## src/rtl/exe_hazard_ctrl_pkg.sv

```systemverilog
// Shared widths, select encodings, FSM states and the hazard-entry record
// for the execute-stage hazard/forwarding controller.
package exe_hazard_ctrl_pkg;
  localparam int XLEN           = 32;
  localparam int REG_ADDR_WIDTH = 5;
  localparam int A_SEL_WIDTH    = 3;
  localparam int B_SEL_WIDTH    = 3;
  localparam int ALU_OP_WIDTH   = 4;

  localparam logic [A_SEL_WIDTH-1:0] A_SEL_RS1  = 3'd0;
  localparam logic [A_SEL_WIDTH-1:0] A_SEL_PC   = 3'd1;
  localparam logic [A_SEL_WIDTH-1:0] A_SEL_ZERO = 3'd2;
  localparam logic [A_SEL_WIDTH-1:0] A_SEL_ALU  = 3'd3;
  localparam logic [A_SEL_WIDTH-1:0] A_SEL_MEM  = 3'd4;

  localparam logic [B_SEL_WIDTH-1:0] B_SEL_RS2  = 3'd0;
  localparam logic [B_SEL_WIDTH-1:0] B_SEL_IMM  = 3'd1;
  localparam logic [B_SEL_WIDTH-1:0] B_SEL_FOUR = 3'd2;
  localparam logic [B_SEL_WIDTH-1:0] B_SEL_ZERO = 3'd3;
  localparam logic [B_SEL_WIDTH-1:0] B_SEL_ALU  = 3'd4;
  localparam logic [B_SEL_WIDTH-1:0] B_SEL_MEM  = 3'd5;

  typedef enum logic {RUN, LD_STALL} state_e;

  typedef struct packed {
    logic [REG_ADDR_WIDTH-1:0] rd;
    logic                      we;
    logic                      ld;
  } haz_ent_t;

  localparam haz_ent_t HAZ_BUBBLE = '{rd: '0, we: 1'b0, ld: 1'b0};
  localparam logic [ALU_OP_WIDTH-1:0] ALU_OP_BUBBLE = '0;
endpackage

```

## src/rtl/exe_hazard_ctrl_fwd_sel.sv

```systemverilog
// Per-operand forwarding select: picks EXE/MEM bypass or the decoder's
// nominal source, and flags a load in EXE that this operand depends on.
module exe_hazard_ctrl_fwd_sel
  import exe_hazard_ctrl_pkg::*;
#(
  parameter int                 SEL_W   = 3,
  parameter logic [SEL_W-1:0]   SEL_REG = '0,
  parameter logic [SEL_W-1:0]   SEL_ALU = '0,
  parameter logic [SEL_W-1:0]   SEL_MEM = '0
) (
  input  logic [REG_ADDR_WIDTH-1:0] src,
  input  logic [SEL_W-1:0]          nom_sel,
  input  haz_ent_t                  exe_ent,
  input  haz_ent_t                  mem_ent,
  output logic [SEL_W-1:0]          sel,
  output logic                      ld_haz
);
  logic reg_src, exe_hit, mem_hit;

  always_comb begin
    // x0 and non-register operands never take a bypass
    reg_src = (src != '0) && (nom_sel == SEL_REG);
    exe_hit = reg_src && exe_ent.we && (exe_ent.rd == src);
    mem_hit = reg_src && mem_ent.we && (mem_ent.rd == src);
    ld_haz  = exe_hit && exe_ent.ld;
    sel     = nom_sel;
    if (exe_hit && !exe_ent.ld) sel = SEL_ALU;
    else if (mem_hit)           sel = SEL_MEM;
  end
endmodule

```

## src/rtl/exe_hazard_ctrl.sv

```systemverilog
// ID/EXE control register with forwarding selects, load-use bubbles,
// branch squash and memory-hold freeze.
module exe_hazard_ctrl
  import exe_hazard_ctrl_pkg::*;
(
  input  logic                      clk,
  input  logic                      rst,
  input  logic                      valid_id,
  input  logic [REG_ADDR_WIDTH-1:0] rs1_addr_id,
  input  logic [REG_ADDR_WIDTH-1:0] rs2_addr_id,
  input  logic [A_SEL_WIDTH-1:0]    a_src_id,
  input  logic [B_SEL_WIDTH-1:0]    b_src_id,
  input  logic [ALU_OP_WIDTH-1:0]   alu_op_id,
  input  logic [REG_ADDR_WIDTH-1:0] rd_addr_id,
  input  logic                      reg_we_id,
  input  logic                      is_load_id,
  input  logic                      branch_taken_exe,
  input  logic                      mem_hold,
  output logic [A_SEL_WIDTH-1:0]    a_sel,
  output logic [B_SEL_WIDTH-1:0]    b_sel,
  output logic [ALU_OP_WIDTH-1:0]   alu_op,
  output logic [REG_ADDR_WIDTH-1:0] rd_addr_exe,
  output logic                      reg_we_exe,
  output logic                      stall_if_id,
  output logic                      flush_if_id
);
  state_e                    state_q, state_d;
  haz_ent_t                  exe_q, exe_d, mem_q, mem_d;
  logic [A_SEL_WIDTH-1:0]    a_sel_q, a_sel_d, a_fwd;
  logic [B_SEL_WIDTH-1:0]    b_sel_q, b_sel_d, b_fwd;
  logic [ALU_OP_WIDTH-1:0]   alu_op_q, alu_op_d;
  logic                      a_ld_haz, b_ld_haz, load_use;

  exe_hazard_ctrl_fwd_sel #(
    .SEL_W(A_SEL_WIDTH), .SEL_REG(A_SEL_RS1), .SEL_ALU(A_SEL_ALU), .SEL_MEM(A_SEL_MEM)
  ) u_fwd_a (
    .src(rs1_addr_id), .nom_sel(a_src_id), .exe_ent(exe_q), .mem_ent(mem_q),
    .sel(a_fwd), .ld_haz(a_ld_haz)
  );

  exe_hazard_ctrl_fwd_sel #(
    .SEL_W(B_SEL_WIDTH), .SEL_REG(B_SEL_RS2), .SEL_ALU(B_SEL_ALU), .SEL_MEM(B_SEL_MEM)
  ) u_fwd_b (
    .src(rs2_addr_id), .nom_sel(b_src_id), .exe_ent(exe_q), .mem_ent(mem_q),
    .sel(b_fwd), .ld_haz(b_ld_haz)
  );

  assign load_use = valid_id && (a_ld_haz || b_ld_haz);

  always_comb begin
    state_d     = RUN;
    a_sel_d     = A_SEL_ZERO;
    b_sel_d     = B_SEL_ZERO;
    alu_op_d    = ALU_OP_BUBBLE;
    exe_d       = HAZ_BUBBLE;
    mem_d       = exe_q;
    stall_if_id = 1'b0;
    flush_if_id = 1'b0;
    // Hold wins over everything; a pending branch is seen again once it drops
    if (mem_hold) begin
      state_d     = state_q;
      a_sel_d     = a_sel_q;
      b_sel_d     = b_sel_q;
      alu_op_d    = alu_op_q;
      exe_d       = exe_q;
      mem_d       = mem_q;
      stall_if_id = 1'b1;
    end else if (branch_taken_exe) begin
      flush_if_id = 1'b1;
    end else if (load_use) begin
      // The load reaches MEM next cycle, so the retry resolves to a MEM bypass
      state_d     = LD_STALL;
      stall_if_id = 1'b1;
    end else if (valid_id) begin
      a_sel_d  = a_fwd;
      b_sel_d  = b_fwd;
      alu_op_d = alu_op_id;
      exe_d    = '{rd: rd_addr_id, we: reg_we_id, ld: is_load_id};
    end
  end

  always_ff @(posedge clk or posedge rst) begin
    if (rst) begin
      state_q  <= RUN;
      a_sel_q  <= A_SEL_ZERO;
      b_sel_q  <= B_SEL_ZERO;
      alu_op_q <= ALU_OP_BUBBLE;
      exe_q    <= HAZ_BUBBLE;
      mem_q    <= HAZ_BUBBLE;
    end else begin
      state_q  <= state_d;
      a_sel_q  <= a_sel_d;
      b_sel_q  <= b_sel_d;
      alu_op_q <= alu_op_d;
      exe_q    <= exe_d;
      mem_q    <= mem_d;
    end
  end

  assign a_sel       = a_sel_q;
  assign b_sel       = b_sel_q;
  assign alu_op      = alu_op_q;
  assign rd_addr_exe = exe_q.rd;
  assign reg_we_exe  = exe_q.we;
endmodule

```

## config.mk

```make
export PLATFORM = sky130hd
export DESIGN_NAME = exe_hazard_ctrl
export DESIGN_NICKNAME = d
export VERILOG_FILES = /design/src/rtl/exe_hazard_ctrl_pkg.sv /design/src/rtl/exe_hazard_ctrl_fwd_sel.sv /design/src/rtl/exe_hazard_ctrl.sv
export SDC_FILE = /design/constraint.sdc
export NUM_CORES = 1
export LEC_CHECK = 0
export ABC_AREA = 1
export ABC_CLOCK_PERIOD_IN_PS = 3100
export BUFFER_PORTS_ARGS = -buffer_cell sky130_fd_sc_hd__buf_2
export CORE_MARGIN = 5
export CORE_UTILIZATION = 54
export CTS_CLUSTER_DIAMETER = 80
export DETAILED_ROUTE_END_ITERATION = 7
export PLACE_DENSITY = 0.82
export SLEW_MARGIN = 20
export SYNTH_ARGS = -nofsm -noshare
export SYNTH_HDL_FRONTEND = slang
export SYNTH_SLANG_ARGS = --single-unit
```

## constraint.sdc

```tcl
create_clock -name clk -period 3.1 [get_ports clk]
set_clock_uncertainty 0.05 [all_clocks]
set_input_delay 0.31 -clock clk [delete_from_list [all_inputs] [get_ports clk]]
set_output_delay 0.31 -clock clk [all_outputs]
set_load 0.01 [all_outputs]
```

==> results.yml <==
run_status:
  outcome: "completed"
routing:
  firstDrtPassIters: 5
  wl_per_cell_um: 12.2
  ant_nets: 0
  drt_iter0_markers: 85
  route.detailed.drc: 0
  drt-total-wl_um: 3540
  via_per_inst: 5.11
  vias: 1482
clocking:
  post_cts_buffers: 0
  clock_path_buffers: 2
  numClockSinks: 23
  cts.clk_slew.worst_paths_ns: 0.13
  clock_latency_ns: 0.30
  cts.repair.resized: 0
  post_cts_hold_buffer_count: 0
  cts_tree: "built"
  htree_levels: 1
  cts_made_buffers: 3
  cts_root_buf: "clkbuf_4"
timing:
  slew_headroom_pct: 34.1
  clock.fmax_mhz: 468
  period_share_pct: 69.0
  fin_tns_setup_ns: 0
  report.final.hold_viol_count: 0
  rsz0062_at_grt: "no"
  finalWorstSetupSlack_ns: 0.961
  whs_ns: 0.109
  setup_viol: 0
  layout_min_cycle_time_ns: 2.14
  tightest_slew_ns: 0.983
  report.final.slew_viol_count: 0
layout:
  drive_gt1_share_pct: 26.6
  fin_util_pct: 64.0
  fillers: 243
  area_delta_synth_final_pct: 16.4
  nNetsFinal: 292
  fin_area_sq_um: 1720
  n_antenna_cell: 0
global_route:
  grt_first_pass_wirelength_um: 5940
  overflow: 0
  grt.total_usage_pct: 18.5
  antenna_found_initial: 0
  grt_max_degree: 24
  grt_pass1_vias: 1336
worst_setup_path:
  slowest_stage: "dfrtp_1"
  crit_arrival_ns: 1.78
  crit_top_cell: "nand2_1"
  crit_fanout: 18
  required_ns: 2.74
  critPathMaxStageDelay_ns: 0.42
  crit_chain: "inv_1 -> nand2_1 -> nand2_1 -> nand2_1 -> nor2_1 -> nand3_1 -> nand2_2 -> nand2_4 -> o21ai_2 -> buf_2"
  end_kind: "output pin"
  startpoint_type: "register"
  path_class: "register to output pin"
power_and_ir_drop:
  ir_drop_v: 0.000315
  power_density_nw_per_um2: 350
  leakagePower_nw: 1.01
floorplanning:
  start_util_pct: 55.0
  die_y_um: 62.3
  die_width_um: 62.3
  core_area_sq_um: 2690
  ios: 50
  num_rows: 19
  die_area_sq_um: 3880
place:
  portBuffers: 49
  dpl_cell_area_sq_um: 1690
  gp_congestion: 0.883
  dpl.hpwl_um: 2780
  post-place-ws_ns: 1.27
yosys:
  yosys.cell_types.count: 26
  synth_top_area_share_pct: 33.9
  synth_top_cell_by_area: "dfrtp_1"
  synth_seq_cells: 23
  netlist_top_cells_area: "dfrtp_1 (34%), nand2_1 (18%), inv_1 (8.9%)"
  ys_warn_count: 0
  synthesis.nets: 248
  synth_cells: 216
  synth.avg_cell_area_sq_um: 6.84
  yosysSeqAreaShare_pct: 39.2
  synthesis.area_sq_um: 1480
run:
  maxCapViolCount: 0
hold_path:
  hp-class: "input pin to async pin"
[power by group]
group / leakage (nW) / total, mW / switching, mW / internal, mW
combinational: 0.693 / 0.130 / 0.0799 / 0.0501
clock: 0.0150 / 0.138 / 0.0875 / 0.0501
sequential: 0.301 / 0.334 / 0.0145 / 0.320
total: 1.01 / 0.602 / 0.182 / 0.420
[flip-flops by register name (all words and copies together), names as in the netlist]
register / flops
alu_op: 4
rd_addr_exe: 5
reg_we_exe: 1
exe_q: 1
b_sel: 3
mem_q: 6
a_sel: 3
[critical path, delay by kind of cell (launching register included)]
kind | cells | cell delay (ns)
simple gates | 7 | 0.64
flops | 1 | 0.42
buf+inv | 2 | 0.26
compound gates | 1 | 0.14
[cell type report]
type | count | area, sq um | area share (%)
Clock buffer | 4 | 26.3 | 1.53
Timing Repair Buffer | 49 | 245 | 14.3
Tap cell | 31 | 38.8 | 2.26
Sequential cell | 23 | 579 | 33.7
Multi-Input combinational cell | 147 | 694 | 40.4
Inverter | 36 | 135 | 7.86
[metrics by stage]
step | cells | power [mW]
finish | 290 | 0.602
global route | 290 | 0.637
CTS | 290 | 0.604
detailed placement | 286 | 0.470
global placement | 286 | 0.468
floorplan | 216 | 0.418
[cell families after synthesis]
logic type	share of synthesized area (%)
AO/OA/AOI/OAI	8.22
AND/OR/NAND/NOR	37.0
buffers and inverters	13.7
XOR/XNOR	1.78
flip-flops	39.2
[worst paths after layout]
| path | from | end | slack [ns] | cells past startpoint |
|---|---|---|---|---|
| setup reg to reg | rd_addr_exe[4] | rd_addr_exe[3] | 1.54 | 10 |
| max in group asynchronous | rst | alu_op[3] | 2.37 | 2 |
| setup / recovery | rd_addr_exe[4] | stall_if_id | 0.96 | 10 |
| hold reg to reg | a_sel[0] | a_sel[0] | 0.45 | 2 |
| min in group clk | rd_addr_id[2] | rd_addr_exe[2] | 0.17 | 3 |
| hold / removal | rst | mem_q[3] | 0.11 | 2 |
[metal layers]
| layer | share of wire [%] | GRT usage (%) |
|---|---|---|
| met2 | 45 | 28.4 |
| met1 | 46 | 25.5 |
| met5 | 0 | 0 |
| met3 | 6.9 | 3.96 |
| met4 | 1.9 | 6.90 |
[cells in the mapped netlist]
cell      count
nand2_1      70
inv_1        35
dfrtp_1      20
nand3_1      19
nor2_1       16
o21ai_0      14
buf_4         6
nor3_1        4
a21oi_1       3
clkbuf_1      3
dfstp_2       3
nand3_2       3
xor2_1        3
nand4_1       2
o21ai_1       2
o21ai_2       2
or2_2         2
a21oi_2       1
buf_6         1
inv_2         1
nand2_2       1
nand2_4       1
nand3b_1      1
nand4_2       1
nor2_2        1
nor3_2        1
[cells in the final DEF (no fill, tap or decap), types with 3 or more instances in the layout]
cell type,count
nand3_1,19
inv_1,35
nand3_2,3
a21oi_1,3
dfrtp_1,20
buf_2,49
xor2_1,3
dfstp_2,3
nand2_1,70
nor3_1,4
nor2_1,16
o21ai_0,14
clkbuf_4,3
Note: power is estimated with default switching activity, not from simulation.
